**src/rtl/ctrl_pkg.sv**
```systemverilog
// rtl/ctrl_pkg.sv - shared encodings for the multi-cycle MIPS control FSM
package ctrl_pkg;

    typedef enum logic [2:0] {
        S_IF  = 3'd0,
        S_ID  = 3'd1,
        S_EX  = 3'd2,
        S_MEM = 3'd3,
        S_WB  = 3'd4
    } state_t;

    localparam logic [5:0] OP_RTYPE = 6'h00;
    localparam logic [5:0] OP_JAL   = 6'h03;
    localparam logic [5:0] OP_BEQ   = 6'h04;
    localparam logic [5:0] OP_ORI   = 6'h0D;
    localparam logic [5:0] OP_LUI   = 6'h0F;
    localparam logic [5:0] OP_LW    = 6'h23;
    localparam logic [5:0] OP_SW    = 6'h2B;

    localparam logic [5:0] FN_JR    = 6'h08;
    localparam logic [5:0] FN_ADDU  = 6'h21;
    localparam logic [5:0] FN_SUBU  = 6'h23;

    localparam logic [1:0] SEL_A = 2'b00;
    localparam logic [1:0] SEL_B = 2'b01;
    localparam logic [1:0] SEL_C = 2'b10;

    localparam int         ALU_OP_W = 3;
    localparam logic [2:0] ALU_ADD  = 3'b000;
    localparam logic [2:0] ALU_SUB  = 3'b001;
    localparam logic [2:0] ALU_OR   = 3'b010;
    localparam logic [2:0] ALU_LUI  = 3'b011;

    // One-hot class vector bit positions, MSB first: {r, ori, lui, lw, sw, beq, jal, jr, nop}
    localparam int CLS_W   = 9;
    localparam int CLS_R   = 8;
    localparam int CLS_ORI = 7;
    localparam int CLS_LUI = 6;
    localparam int CLS_LW  = 5;
    localparam int CLS_SW  = 4;
    localparam int CLS_BEQ = 3;
    localparam int CLS_JAL = 2;
    localparam int CLS_JR  = 1;
    localparam int CLS_NOP = 0;

endpackage

```
**src/rtl/instr_class_dec.sv**
```systemverilog
// rtl/instr_class_dec.sv - instruction word to one-hot class; anything unsupported is nop
module instr_class_dec
    import ctrl_pkg::*;
(
    input  logic [31:0]      instr,
    output logic [CLS_W-1:0] cls
);

    logic [5:0] opcode;
    logic [5:0] funct;
    logic       unused_instr_bits;

    assign opcode            = instr[31:26];
    assign funct             = instr[5:0];
    assign unused_instr_bits = ^instr[25:6];

    always_comb begin
        cls = '0;
        case (opcode)
            OP_RTYPE: begin
                if (funct == FN_ADDU || funct == FN_SUBU) cls[CLS_R]  = 1'b1;
                else if (funct == FN_JR)                  cls[CLS_JR] = 1'b1;
            end
            OP_ORI:  cls[CLS_ORI] = 1'b1;
            OP_LUI:  cls[CLS_LUI] = 1'b1;
            OP_LW:   cls[CLS_LW]  = 1'b1;
            OP_SW:   cls[CLS_SW]  = 1'b1;
            OP_BEQ:  cls[CLS_BEQ] = 1'b1;
            OP_JAL:  cls[CLS_JAL] = 1'b1;
            default: cls = '0;
        endcase
        if (cls == '0) cls[CLS_NOP] = 1'b1;
    end

endmodule

```
**src/rtl/multi_cycle_ctrl.sv**
```systemverilog
// rtl/multi_cycle_ctrl.sv - IF/ID/EX/MEM/WB sequencer driving datapath selects and enables
module multi_cycle_ctrl
    import ctrl_pkg::*;
#(
    parameter int ALU_OP_W = 3
) (
    input  logic                clk,
    input  logic                reset,
    input  logic [31:0]         instr,
    input  logic                zero,
    output logic                ir_wr,
    output logic                pc_wr,
    output logic [1:0]          npc_sel,
    output logic                jr_flag,
    output logic [1:0]          reg_dst_sel,
    output logic [1:0]          wd_sel,
    output logic                alu_b_sel,
    output logic                ext_sign,
    output logic [ALU_OP_W-1:0] alu_op,
    output logic                reg_wr,
    output logic                mem_wr,
    output logic                retire
);

    logic [CLS_W-1:0] cls;
    state_t           state_q;
    state_t           state_d;

    instr_class_dec u_dec (
        .instr (instr),
        .cls   (cls)
    );

    always_ff @(posedge clk) begin
        if (reset) state_q <= S_IF;
        else       state_q <= state_d;
    end

    always_comb begin
        state_d     = state_q;
        ir_wr       = 1'b0;
        pc_wr       = 1'b0;
        npc_sel     = SEL_A;
        jr_flag     = 1'b0;
        reg_dst_sel = SEL_A;
        wd_sel      = SEL_A;
        alu_b_sel   = 1'b0;
        ext_sign    = 1'b0;
        alu_op      = ALU_OP_W'(ALU_ADD);
        reg_wr      = 1'b0;
        mem_wr      = 1'b0;
        retire      = 1'b0;

        case (state_q)
            S_IF: begin
                ir_wr   = 1'b1;
                pc_wr   = 1'b1;
                state_d = S_ID;
            end
            S_ID: begin
                state_d = S_EX;
                if (cls[CLS_JAL]) begin
                    pc_wr       = 1'b1;
                    npc_sel     = SEL_C;
                    reg_wr      = 1'b1;
                    reg_dst_sel = SEL_C;
                    wd_sel      = SEL_C;
                    retire      = 1'b1;
                    state_d     = S_IF;
                end else if (cls[CLS_JR]) begin
                    pc_wr   = 1'b1;
                    npc_sel = SEL_C;
                    jr_flag = 1'b1;
                    retire  = 1'b1;
                    state_d = S_IF;
                end else if (cls[CLS_NOP]) begin
                    retire  = 1'b1;
                    state_d = S_IF;
                end
            end
            S_EX: begin
                state_d = S_WB;
                if (cls[CLS_R]) begin
                    alu_op = (instr[5:0] == FN_SUBU) ? ALU_OP_W'(ALU_SUB) : ALU_OP_W'(ALU_ADD);
                end else if (cls[CLS_ORI]) begin
                    alu_b_sel = 1'b1;
                    alu_op    = ALU_OP_W'(ALU_OR);
                end else if (cls[CLS_LUI]) begin
                    alu_b_sel = 1'b1;
                    alu_op    = ALU_OP_W'(ALU_LUI);
                end else if (cls[CLS_LW] || cls[CLS_SW]) begin
                    alu_b_sel = 1'b1;
                    ext_sign  = 1'b1;
                    state_d   = S_MEM;
                end else if (cls[CLS_BEQ]) begin
                    // Branch resolves here: the PC write itself is the taken/not-taken decision
                    alu_op   = ALU_OP_W'(ALU_SUB);
                    pc_wr    = zero;
                    npc_sel  = SEL_B;
                    ext_sign = 1'b1;
                    retire   = 1'b1;
                    state_d  = S_IF;
                end else begin
                    state_d = S_IF;
                end
            end
            S_MEM: begin
                if (cls[CLS_SW]) begin
                    mem_wr  = 1'b1;
                    retire  = 1'b1;
                    state_d = S_IF;
                end else begin
                    state_d = S_WB;
                end
            end
            S_WB: begin
                reg_wr      = 1'b1;
                reg_dst_sel = cls[CLS_R]  ? SEL_B : SEL_A;
                wd_sel      = cls[CLS_LW] ? SEL_B : SEL_A;
                retire      = 1'b1;
                state_d     = S_IF;
            end
            default: state_d = S_IF;
        endcase

        // Reset suppresses every write so an aborted instruction leaves no side effects
        if (reset) begin
            state_d     = S_IF;
            ir_wr       = 1'b0;
            pc_wr       = 1'b0;
            npc_sel     = SEL_A;
            jr_flag     = 1'b0;
            reg_dst_sel = SEL_A;
            wd_sel      = SEL_A;
            alu_b_sel   = 1'b0;
            ext_sign    = 1'b0;
            alu_op      = '0;
            reg_wr      = 1'b0;
            mem_wr      = 1'b0;
            retire      = 1'b0;
        end
    end

endmodule
```
**config.mk**
```make
export PLATFORM = sky130hd
export DESIGN_NAME = multi_cycle_ctrl
export DESIGN_NICKNAME = d
export VERILOG_FILES = /design/src/rtl/ctrl_pkg.sv /design/src/rtl/instr_class_dec.sv /design/src/rtl/multi_cycle_ctrl.sv
export SDC_FILE = /design/constraint.sdc
export NUM_CORES = 1
export LEC_CHECK = 0
export CAP_MARGIN = 0
export CORE_MARGIN = 2
export CORE_UTILIZATION = 24
export DETAILED_ROUTE_END_ITERATION = 12
export PLACE_DENSITY = 0.78
export SETUP_SLACK_MARGIN = 0.05
export SLEW_MARGIN = 5
export SYNTH_ARGS = -nofsm -noshare
export SYNTH_HDL_FRONTEND = slang
export SYNTH_SLANG_ARGS = --single-unit
```
**constraint.sdc**
```tcl
create_clock -name clk -period 1.5 [get_ports clk]
set_input_delay 0.3 -clock clk [delete_from_list [all_inputs] [get_ports clk]]
set_output_delay 0.3 -clock clk [all_outputs]
set_load 0.01 [all_outputs]
```
# Word level (Yosys, flattened, before mapping)
# Index checks and enable logic that the tools add are counted.
dict set report op_classes {
  n_eq_ne 13
  muxes 87
  reduce_logical 5
}
# op n
set ops {}
lappend ops {{two-way mux 1 bit} 61}
lappend ops {{two-way mux 2 bit} 14}
lappend ops {{equality test 6 bit, second input constant} 4}
lappend ops {{equality test 6 x 4 -> 1 bit, second input constant} 3}
lappend ops {{two-way mux 3 bit} 5}
lappend ops {{case mux 2 bit (2 select lines)} 3}
lappend ops {{case mux 3 bit (4 select lines)} 1}
lappend ops {{logical NOT 9 bit} 1}
lappend ops {{equality test 3 x 2 -> 1 bit, second input constant} 2}
lappend ops {{equality test 6 x 2 -> 1 bit, second input constant} 1}
lappend ops {{equality test 6 x 3 -> 1 bit, second input constant} 1}
lappend ops {{logical NOT 6 bit} 1}
lappend ops {{case mux 1 bit (4 select lines)} 1}
lappend ops {{equality test 3 x 1 -> 1 bit, second input constant} 1}
lappend ops {{equality test 3 bit, second input constant} 1}
lappend ops {{logical NOT 3 bit} 1}
lappend ops {{case mux 1 bit (3 select lines)} 1}
lappend ops {{logical OR 1 bit} 2}
lappend ops {{case mux 1 bit (2 select lines)} 1}
dict set report word_totals {
  ff_bits 3
  wordCells 106
}

# Depth between registers and ports, before layout
# Gate-level depths: netlist (run 1).
dict set report logic_depth {
  ltp_word 11
  ltp_mapped 5
  ltp_nobuf 4
}

# Cells and area by module
# A second synthesis (run 1) with hierarchy kept.
dict set report unflattened {
  hier_cells 86
  area_unflattened_um2 616.8
}
# mod instances cells_per_inst area_each_um2 seq_area_each_um2
set by_module_without_submodules {}
lappend by_module_without_submodules {multi_cycle_ctrl 1 61 441.7 60.1}
lappend by_module_without_submodules {instr_class_dec 1 25 175.2 0.0}

# Least setup slack after synthesis (run 1)
# OpenSTA, ideal clock, no wires.
dict set report synth_timing {
  kind {input-to-output}
  startpoint {input instr[28]}
  endpoint {output retire}
  arrival_ns 1.413
  required_time_ns 1.200
  slack_ns -0.213
  stages 4
  path_buffers 0
  path_cell_list {nand4b_2 > or3_4 > o32a_1 > a31oi_1}
}
dict set report synth_via {
  elab_chain_cells 9
  word_cells_on_any_way 29
  cone_classes {6 x eq/ne; 20 x mux; 3 x reduce/logical}
}
# item line
set synth_lines {}
lappend synth_lines {{from (decl)} multi_cycle_ctrl.sv:9} ;# input logic [31:0] instr,
lappend synth_lines {{equality test 6 x 2 -> 1 bit (tied with other cells)} instr_class_dec.sv:19} ;# case (opcode)
lappend synth_lines {{two-way mux 1 bit} instr_class_dec.sv:19}
lappend synth_lines {{logical NOT 9 bit (tied with other cells)} instr_class_dec.sv:32} ;# if (cls == '0) cls[CLS_NOP] = 1'b1;
lappend synth_lines {{two-way mux 1 bit (on tied branches)} {instr_class_dec.sv:32, multi_cycle_ctrl.sv:91}}
lappend synth_lines {{two-way mux 1 bit (on tied branches)} {multi_cycle_ctrl.sv:76, multi_cycle_ctrl.sv:88}}
lappend synth_lines {{two-way mux 1 bit (on tied branches)} {multi_cycle_ctrl.sv:70, multi_cycle_ctrl.sv:85}}
lappend synth_lines {{two-way mux 1 bit (on tied branches)} {multi_cycle_ctrl.sv:62, multi_cycle_ctrl.sv:83}}
lappend synth_lines {{case mux 1 bit (4 select lines) *} multi_cycle_ctrl.sv:54} ;# case (state_q)
lappend synth_lines {{two-way mux 1 bit *} multi_cycle_ctrl.sv:127} ;# if (reset) begin
lappend synth_lines {{to (decl)} multi_cycle_ctrl.sv:22} ;# output logic retire
# Mark *: on every way between the ends. The rest lies on a longest branch, timed or not.

# Worst setup path after layout (run 1)
dict set report layout_timing {
  startpoint {input instr[27]}
  endpoint {output retire}
}
# The elaborated chain is that of the path after synthesis.

==> results of run 1 <==
-- power groups by stage --
stage | combinational, W | sequential, W | clock [W]
2_1_floorplan | 0.0000539 | 0.0000853 | 0
3_3_place_gp | 0.000168 | 0.0000855 | 0
3_5_place_dp | 0.000171 | 0.0000856 | 0
4_1_cts | 0.000206 | 0.0000844 | 0.000153
5_1_grt | 0.000264 | 0.0000841 | 0.000158
6_report | 0.000255 | 0.0000843 | 0.000143
-- cell usage in the layout (no fill, tap or decap), types with 2 or more instances in the layout --
| master | count |
|---|---|
| sky130_fd_sc_hd__nand2_1 | 6 |
| sky130_fd_sc_hd__buf_2 | 9 |
| sky130_fd_sc_hd__dfxtp_2 | 2 |
| sky130_fd_sc_hd__nor3b_4 | 2 |
| sky130_fd_sc_hd__or2_4 | 2 |
| sky130_fd_sc_hd__a21oi_1 | 2 |
| sky130_fd_sc_hd__buf_8 | 4 |
| sky130_fd_sc_hd__nand3_1 | 3 |
| sky130_fd_sc_hd__clkbuf_4 | 3 |
| sky130_fd_sc_hd__nand4_1 | 3 |
| sky130_fd_sc_hd__nor2_4 | 8 |
| sky130_fd_sc_hd__nor3_4 | 3 |
| sky130_fd_sc_hd__clkdlybuf4s15_1 | 4 |
| sky130_fd_sc_hd__buf_4 | 33 |
| sky130_fd_sc_hd__buf_6 | 29 |
| sky130_fd_sc_hd__nor4_4 | 4 |
| sky130_fd_sc_hd__nor2_1 | 2 |
| sky130_fd_sc_hd__inv_1 | 2 |
-- kinds of logic after synthesis --
logic type | synth area share [%]
buf+inv | 8.22
compound gates | 18.6
flops | 13.2
simple gates | 59.2
other cells | 0.821
-- worst paths after layout --
check               endpoint  slack, ns  cells after the start
setup / recovery      retire      -0.48                      9
hold / removal    state_q[2]       0.64                      2
hold reg to reg   state_q[2]       0.64                      2
setup reg to reg  state_q[0]       0.17                      4
-- repair_timing --
action                     in CTS  in global routing
setup buffers                  12                 10
hold buffers                    0                  0
pin swaps                      21                 13
setup endpoints to repair      19                 18
resized for setup             149                 35
-- critical path, stage by stage --
cell                      delay (ns)
sky130_fd_sc_hd__buf_8          0.10
sky130_fd_sc_hd__buf_6          0.11
sky130_fd_sc_hd__nor4_4         0.32
sky130_fd_sc_hd__nand4_1        0.20
sky130_fd_sc_hd__buf_4          0.19
sky130_fd_sc_hd__buf_6          0.11
sky130_fd_sc_hd__nand4_1        0.08
sky130_fd_sc_hd__a31oi_2        0.10
sky130_fd_sc_hd__buf_2          0.15
-- routing by layer --
layer	track usage, %	wire length, microns	up-vias
met5	0	0	-
met4	16.8	201	0
met3	3.02	170	22
met2	49.7	2000	64
met1	27.5	1320	478
li1	-	-	417
-- final cells by class --
cell class              count  area (sq um)  area share, %
multi-input cells          61           638           42.3
inverters                   2          7.51          0.498
repair buffers             81           738           49.0
well taps                  25          31.3           2.07
clock buffers               4          26.3           1.74
flip-flops and latches      3          66.3           4.40
-- through the flow --
step | total power, W | worst slack (ns)
2_1_floorplan | 0.000139 | -0.182
3_5_place_dp | 0.000257 | -1.21
6_report | 0.000482 | -0.475
5_1_grt | 0.000506 | -0.596
4_1_cts | 0.000444 | -0.403
3_3_place_gp | 0.000253 | -1.15
==> impl.org, run 1 <==
** Run status
- The flow ran to the end, but the final reports show violations.
- Violations in the final reports :: negative setup slack

** Final layout
- The register with the most flip-flops in the final layout is state_q.
- Utilization after layout :: 85.5%
- Fillcell total :: 106
- The count of cells in the finished layout, fillers not included, comes to 176.
- The register with the most flip-flops in the layout has 3 of them.
- Area Growth Syn to Fin :: 230%
- Diode count :: 0
- Top Registers :: state_q x3
- Cells with a size suffix above 1 make up 76.8% of the layout.
- After the last flow step, the layout net total stands at 187.
- Summing all non-filler instances in the final layout gives an area of 1510 sq um.

** Floorplanning
- For this design the top-level I/O count stands at 52.
- For this configuration, the core starts out at a cell density of 25.9%.
- The floorplan has 15 rows.
- Total Die Area :: 2270 sq um
- The die is 47.6 microns tall.
- The die is 47.6 microns wide.
- Floorplan core area :: 1760 sq um

** STA
- Hold is met by 0.635 ns.
- Number of failing hold endpoints at the final stage :: 0
- The number of max-slew violations in the final report was 0.
- Total Negative Setup Slacks :: -4.90 ns
- Based on the critical path, the design can be clocked at up to 506 MHz.
- The final critical path takes up 132% of the cycle.
- Total setup violations reported at the end of the flow :: 15
- Clock skew after layout :: 0.000476 ns
- Setup repair after global routing missed its margin :: true
- Setup slack on the critical path of the routed design comes to -0.475 ns.
- Period minus WS final :: 1.98 ns

** Yosys
- The cell count after synthesis came out at 70.
- By area the synthesized netlist is led by sky130_fd_sc_hd__dfxtp_1 (13%), sky130_fd_sc_hd__nor2_1 (8.2%), sky130_fd_sc_hd__nand2_1 (5.8%).
- In the synthesized netlist, the cells that appear most often are sky130_fd_sc_hd__nor2_1 (10), sky130_fd_sc_hd__nand2_1 (7), sky130_fd_sc_hd__nand3_1 (4), sky130_fd_sc_hd__nor3_1 (4), sky130_fd_sc_hd__nor4_1 (4).
- Avg Inst Size Synth :: 6.52 sq um
- The largest total area in the synthesized netlist belongs to sky130_fd_sc_hd__dfxtp_1.
- Netlist area before placement :: 457 sq um
- Post-synth top area share :: 13.2%
- The share of the Yosys chip area taken by registers is 13.2%.
- During synthesis, Yosys emitted a total of 0 warnings.
- Among all cell types in the netlist, the one instantiated most often is sky130_fd_sc_hd__nor2_1.
- The synthesized design contains 3 register bits.
- The most used flip-flop cell after synthesis is sky130_fd_sc_hd__dfxtp_1.
- Post-Syn Nets :: 105
- Yosys mapped the design onto 32 distinct sky130hd cell types.
- Count of flip-flops with a built-in enable after synthesis :: 0
- Fraction of synthesis flops using an asynchronous set or reset pin :: 0%

** Place
- Global placement routability congestion :: 0.839
- Number of port buffers :: 30
- Half-perimeter wire length after detailed placement :: 1680 microns
- Once placement completed, the tool counted placed cells totaling 154.
- Post-placement cell area :: 1100 sq um

** Global route
- The via count of the first global-routing pass was 878.
- Number of antenna violations at the first check in global routing :: 0
- Pin count of the biggest net entering global routing :: 7
- For this run the aggregate overflow at the end of global routing stands at 0.
- The first global-routing pass estimated 4050 microns of wire.
- In the global route stage, overall resource usage came out at 26.5%.

** CTS
- At the later pin of the worst-skew pair, clock insertion delay measures 0.23 ns.
- Number of clock sinks :: 3
- Clock-pin slew on the worst setup and hold paths :: 0.04 ns
- Clock tree synthesis inserted a total of 3 buffers.
- Cell at the root of the clock tree :: sky130_fd_sc_hd__clkbuf_4
- In this run the deepest clock path goes through 2 buffers.
- TritonCTS clock tree :: yes
- Number of H-tree branching levels :: 1

** Power
- Switching fraction of total power :: 33.0%
- Internal power component :: 0.000323 W
- Total leakage power :: 0.660 nW
- Combinational Power Share :: 52.8%
- Net switching component of the power :: 0.000159 W
- Maximum resistive drop on vdd :: 0.439 mV
- For this design the ratio of total power to cell area is 319 nW/um^2.
- Per report_power, the sequential group accounts for 17.5% of the total.
- The clock network is responsible for 29.7% of the overall power.

** Routing
- In the routed design, unresolved DRC markers number 0.
- The detail route stage leaves a number of antenna-violating nets equal to 0.
- After detailed routing, the average wire length per cell comes to 21.0 microns.
- Via/cell ratio :: 5.57
- The detailed router finished its first iteration with 37 violations.
- Length of the first detailed-routing pass in iterations :: 4
- Summed over all layers, the routed wires come to 3700 microns.
- Across all layers, the routed design uses 981 vias.

** Worst setup path
- STA puts the critical path data required time at 1.20 ns.
- In this run the worst path has a maximum fanout of 3.
- Launching element type of the critical path :: input port
- CP Capture Type :: primary output
- In this run the critical register-to-register path is launched from state_q[1].
- Source of the critical timing path :: instr[27]
- Data on the critical path arrives at its endpoint at 1.68 ns.
- The critical path is of the input port to primary output type.

** Hold path
- Worst hold path class :: flop to flop
- Source of the worst hold timing path :: state_q[1]

** Run
- Total of max-cap violations :: 0
Note: power is estimated with default switching activity, not from simulation.
==> inputs of run 2 (changes only) <==
- CORE_UTILIZATION: 24 -> 29
- CTS_BUF_LIST: default -> sky130_fd_sc_hd__clkbuf_16
- PLACE_DENSITY: 0.78 -> 0.8
- SYNTH_HIERARCHICAL: default -> 1
==> impl.org, run 2 <==
** Final layout
- Cell area after layout :: 1590 sq um (was 1510 sq um)
- The synthesis-to-layout area growth came to 158% (was 230%).
- The count of fill cells added during filler insertion came to 107 (was 106).
- The most common cell after layout, fill and taps aside is sky130_fd_sc_hd__buf_4 (unchanged).
- The final non-filler cell total is 191 (was 176).
- Top Registers :: state_q x3 (unchanged)
- The final antenna diode count was 0 (unchanged).
- Share of final-layout standard cells stronger than drive strength 1 :: 78.0% (was 76.8%)
- Commonest cells after routing, fill and taps aside :: sky130_fd_sc_hd__buf_4 (37), sky130_fd_sc_hd__buf_6 (18), sky130_fd_sc_hd__buf_2 (15), sky130_fd_sc_hd__nor2_4 (6) (was sky130_fd_sc_hd__buf_4 (33), sky130_fd_sc_hd__buf_6 (29), sky130_fd_sc_hd__buf_2 (9), sky130_fd_sc_hd__nor2_4 (8), sky130_fd_sc_hd__nand2_1 (6))
- Max reg flops :: 3 (unchanged)
- The final layout net count came to 200 (was 187).
- The register with the most flip-flops is state_q (unchanged).

** CTS
- Clock-pin slew on the worst setup and hold paths :: 0.03 ns (was 0.04 ns)
- Maximum count of clock buffers along a single path :: 2 (unchanged)
- Clock buffer count from CTS :: 3 (unchanged)
- The later-pin clock latency in the skew report was 0.22 ns (was 0.23 ns).
- TritonCTS clock tree :: yes (unchanged)
- Number of clock sinks :: 3 (unchanged)
- Cell at the root of the clock tree :: sky130_fd_sc_hd__clkbuf_16 (was sky130_fd_sc_hd__clkbuf_4)
- The number of H-tree branching levels is 1 (unchanged).

** Floorplanning
- The chip width is 50.1 microns (was 47.6 microns).
- Vertical die dimension :: 50.1 microns (was 47.6 microns)
- Starting utilization of the core area :: 31.1% (was 25.9%)
- The total core area came to 1980 sq um (was 1760 sq um).
- Top-level port count :: 52 (unchanged)
- Number of placement rows :: 16 (was 15)
- Total Die Area :: 2510 sq um (was 2270 sq um)

** Power
- The power per cell area is 476 nW/um^2 (was 319 nW/um^2).
- The leakage power was 0.684 nW (was 0.660 nW).
- Post-layout total power :: 0.000758 W (was 0.000482 W)
- Maximum resistive drop on vdd :: 0.571 mV (was 0.439 mV)

** Yosys
- Count of flip-flops with a built-in enable after synthesis :: 0 (unchanged)
- The flip-flop and latch count after synthesis was 3 (unchanged).
- Ys Warns :: 6 (was 0)
- The part of the Yosys area used for sequential elements was 9.74% (was 13.2%).
- The share of synthesized flip-flops with an asynchronous set or reset was 0% (unchanged).
- The cell area after technology mapping is 617 sq um (was 457 sq um).
- Cell types occupying the most area after synthesis: sky130_fd_sc_hd__dfxtp_1 (9.7%), sky130_fd_sc_hd__nor2_1 (9.1%), sky130_fd_sc_hd__nor4b_1 (4.3%) (was sky130_fd_sc_hd__dfxtp_1 (13%), sky130_fd_sc_hd__nor2_1 (8.2%), sky130_fd_sc_hd__nand2_1 (5.8%)).
- The cell type with the largest total area after synthesis is sky130_fd_sc_hd__dfxtp_1 (unchanged).
- Most frequent cells after synthesis :: sky130_fd_sc_hd__nor2_1 (15), sky130_fd_sc_hd__nor3_1 (5), sky130_fd_sc_hd__a21oi_1 (4), sky130_fd_sc_hd__nand2_1 (4) (was sky130_fd_sc_hd__nor2_1 (10), sky130_fd_sc_hd__nand2_1 (7), sky130_fd_sc_hd__nand3_1 (4), sky130_fd_sc_hd__nor3_1 (4), sky130_fd_sc_hd__nor4_1 (4))
- The share of cell area taken by muxes after synthesis was 3.25% (was 0%).
- XOR/XNOR share of the synthesized area :: 1.42% (was 0%)
- The leading register cell type out of synthesis was sky130_fd_sc_hd__dfxtp_1 (unchanged).
- The area share of the leading cell type in the synthesized netlist is 9.74% (was 13.2%).
- Avg Inst Size Synth :: 7.17 sq um (was 6.52 sq um)
- Post-Syn Nets :: 121 (was 105)
- Number of distinct library cells after synthesis :: 44 (was 32)
- Synthesized-area fraction occupied by ao, oa, aoi and oai cells :: 16.0% (was 18.6%)
- The synthesized-area fraction occupied by adder cells is 0% (unchanged).
- The simple-gate area share of the yosys netlist came to 59.6% (was 59.2%).
- Cell count after synthesis :: 86 (was 70)
- Most numerous cell in the Yosys netlist :: sky130_fd_sc_hd__nor2_1 (unchanged)
- Largest family of logic cells by synthesized area :: simple AND/OR/NAND/NOR gates (unchanged)

** Worst setup path
- Category of the most critical setup path :: input port to primary output (unchanged)
- The maximum cell stage delay along the critical path came to 0.56 ns (was 0.32 ns).
- Cell with the largest stage delay on the worst path :: sky130_fd_sc_hd__or4b_4 (was sky130_fd_sc_hd__nor4_4)
- Arrival time reported for the critical path endpoint :: 2.01 ns (was 1.68 ns)
- CP Capture Type :: primary output (unchanged)
- The largest fanout of any net on the critical path was 4 (was 3).
- The required time at the worst-slack endpoint is 1.20 ns (about the same).
- The cell depth of the worst flop-to-flop path is 5 (was 4).
- List of cells traversed by the critical path: buf_8 > or4b_4 > nor3_4 > nor3b_4 > buf_6 > nand3_4 > a311oi_2 > buf_2 (was buf_8 > buf_6 > nor4_4 > nand4_1 > buf_4 > buf_6 > nand4_1 > a31oi_2 > buf_2).
- The startpoint type of the worst setup path is an input port (unchanged).

** Run
- The count of max-cap constraint violations is 0 (unchanged).

** Place
- The number of port buffers is 30 (unchanged).
- The detailed placement HPWL was 1760 microns (was 1680 microns).
- Post-placement cell area :: 1240 sq um (was 1100 sq um)
- The final estimated routing congestion in global placement came to 0.863 (was 0.839).
- Placed cell count :: 171 (was 154)
- Post-Place Worst Slack :: -1.50 ns (was -1.21 ns)

** Routing
- The post-detailed-route wirelength per cell is 18.0 microns (was 21.0 microns).
- Antenna-violating nets left :: 0 (unchanged)
- The number of DRC violations after detailed routing is 0 (unchanged).
- The number of design-rule violations left by the first detailed-router iteration was 25 (was 37).
- The first-pass iteration count of the detailed router came to 4 (unchanged).
- The wire length after detailed routing came to 3430 microns (was 3700 microns).
- The vias after detailed routing is 1054 (was 981).
- Via/cell ratio :: 5.52 (was 5.57)

** Run status
- Violations in the final reports: negative setup slack (unchanged).
- Outcome :: finished with violations (unchanged)

** STA
- The highest clock frequency the design can meet came to 433 MHz (was 506 MHz).
- Number of max-slew violations in the final report :: 0 (unchanged)
- The worst pin sits at a relative slew slack of 63.2%.
- Crit share post-route :: 154% (was 132%)
- The post-layout worst setup margin came to -0.810 ns (was -0.475 ns).
- Total setup violations reported at the end of the flow :: 19 (was 15)
- The clock period minus final worst setup slack is 2.31 ns (was 1.98 ns).
- Setup repair after global routing missed its margin :: true (unchanged)
- Slew at the pin closest to its max-slew limit :: 0.547 ns
- Clock skew after layout :: 0.00188 ns (was 0.000476 ns)
- The worst hold-check slack is 0.739 ns (was 0.635 ns).
- Number of failing hold endpoints at the final stage :: 0 (unchanged)

** Global route
- Pin count of the biggest net entering global routing :: 9 (was 7)
- Global Route Usage Sum :: 26.2% (was 26.5%)
- The residual overflow from global routing came to 0 (unchanged).
- Number of antenna violations at the first check in global routing :: 0 (unchanged)
- First-pass GRT wire length :: 5020 microns (was 4050 microns)
- Via count of the first global-routing pass :: 1098 (was 878)

** Hold path
- Number of cells traversed by the worst hold path :: 3 (was 2)
- Worst hold path class :: flop to flop (unchanged)
run 2: cell count changes after synthesis, moves of 2 or more:
cell / change
sky130_fd_sc_hd__and2b_1: +2
sky130_fd_sc_hd__mux2i_1: +2
sky130_fd_sc_hd__nor4b_1: +2
sky130_fd_sc_hd__or2_2: -2
sky130_fd_sc_hd__nand3b_1: +3
sky130_fd_sc_hd__nor2_1: +5
sky130_fd_sc_hd__nand3_1: -3
sky130_fd_sc_hd__nor4_1: -2
sky130_fd_sc_hd__or3b_4: +2
sky130_fd_sc_hd__nand2_1: -3
run 2: through the flow:
step                      utilization, %  TNS, ns
after floorplan                        -    -4.05
after global placement              62.6   -22.10
after detailed placement            62.6   -22.56
after CTS                           76.3    -9.39
after global routing                80.4   -10.59
final                               80.4    -9.71
run 2: power by group:
part           total (W)  internal, W  switching [W]
sequential     0.0000876    0.0000829     0.00000470
combinational   0.000260     0.000139       0.000121
clock           0.000411     0.000343      0.0000679
total           0.000758     0.000565       0.000194
run 2: timing repair:
action | in CTS | in global routing
setup endpoints to repair | 19 | 19
pin swaps | 27 | 20
endpoints found under the hold margin | 0 | 0
hold buffers | 0 | 0
gates resized for setup | 152 | 17
setup buffers | 15 | 5
gates cloned | 0 | 0
run 2: kinds of logic (layout without fill, tap and decap cells):
family | Yosys count | after routing
DFF | 3 | 3
other | 1 | 1
buffers and inverters | 8 | 86
xor gates and xnor gates | 1 | 1
muxes | 2 | 2
AOI/OAI and AO/OA | 14 | 14
and+or+nand+nor | 57 | 57
run 2: path summary, 6_finish.rpt:
check,start,to,slack (ns)
min,state_q[2],state_q[2],0.74
min reg2reg,state_q[2],state_q[2],0.74
max reg2reg,state_q[0],state_q[1],0.02
max,instr[27],retire,-0.81
run 2: critical path, delay by kind of cell:
family | cells | cell delay (ns)
simple gates | 4 | 1.03
buf+inv | 3 | 0.40
compound gates | 1 | 0.27
run 2: area by class of cell:
class	instances	area [sq um]	share of cell area, %
Clock inverter	1	3.75	0.235
Timing Repair Buffer	80	668	41.9
Multi-Input combinational cell	75	738	46.3
Sequential cell	3	65.1	4.08
Inverter	2	10.0	0.628
Tap cell	27	33.8	2.12
Clock buffer	3	75.1	4.71
run 2: routing by layer:
| metal | vias up | share of wire, % | global-route usage, % |
|---|---|---|---|
| met1 | 498 | 38 | 27.9 |
| li1 | 476 | - | - |
| met2 | 60 | 51 | 51.3 |
| met4 | 0 | 5.8 | 10.2 |
| met5 | - | 0 | 0 |
| met3 | 20 | 5.1 | 2.42 |
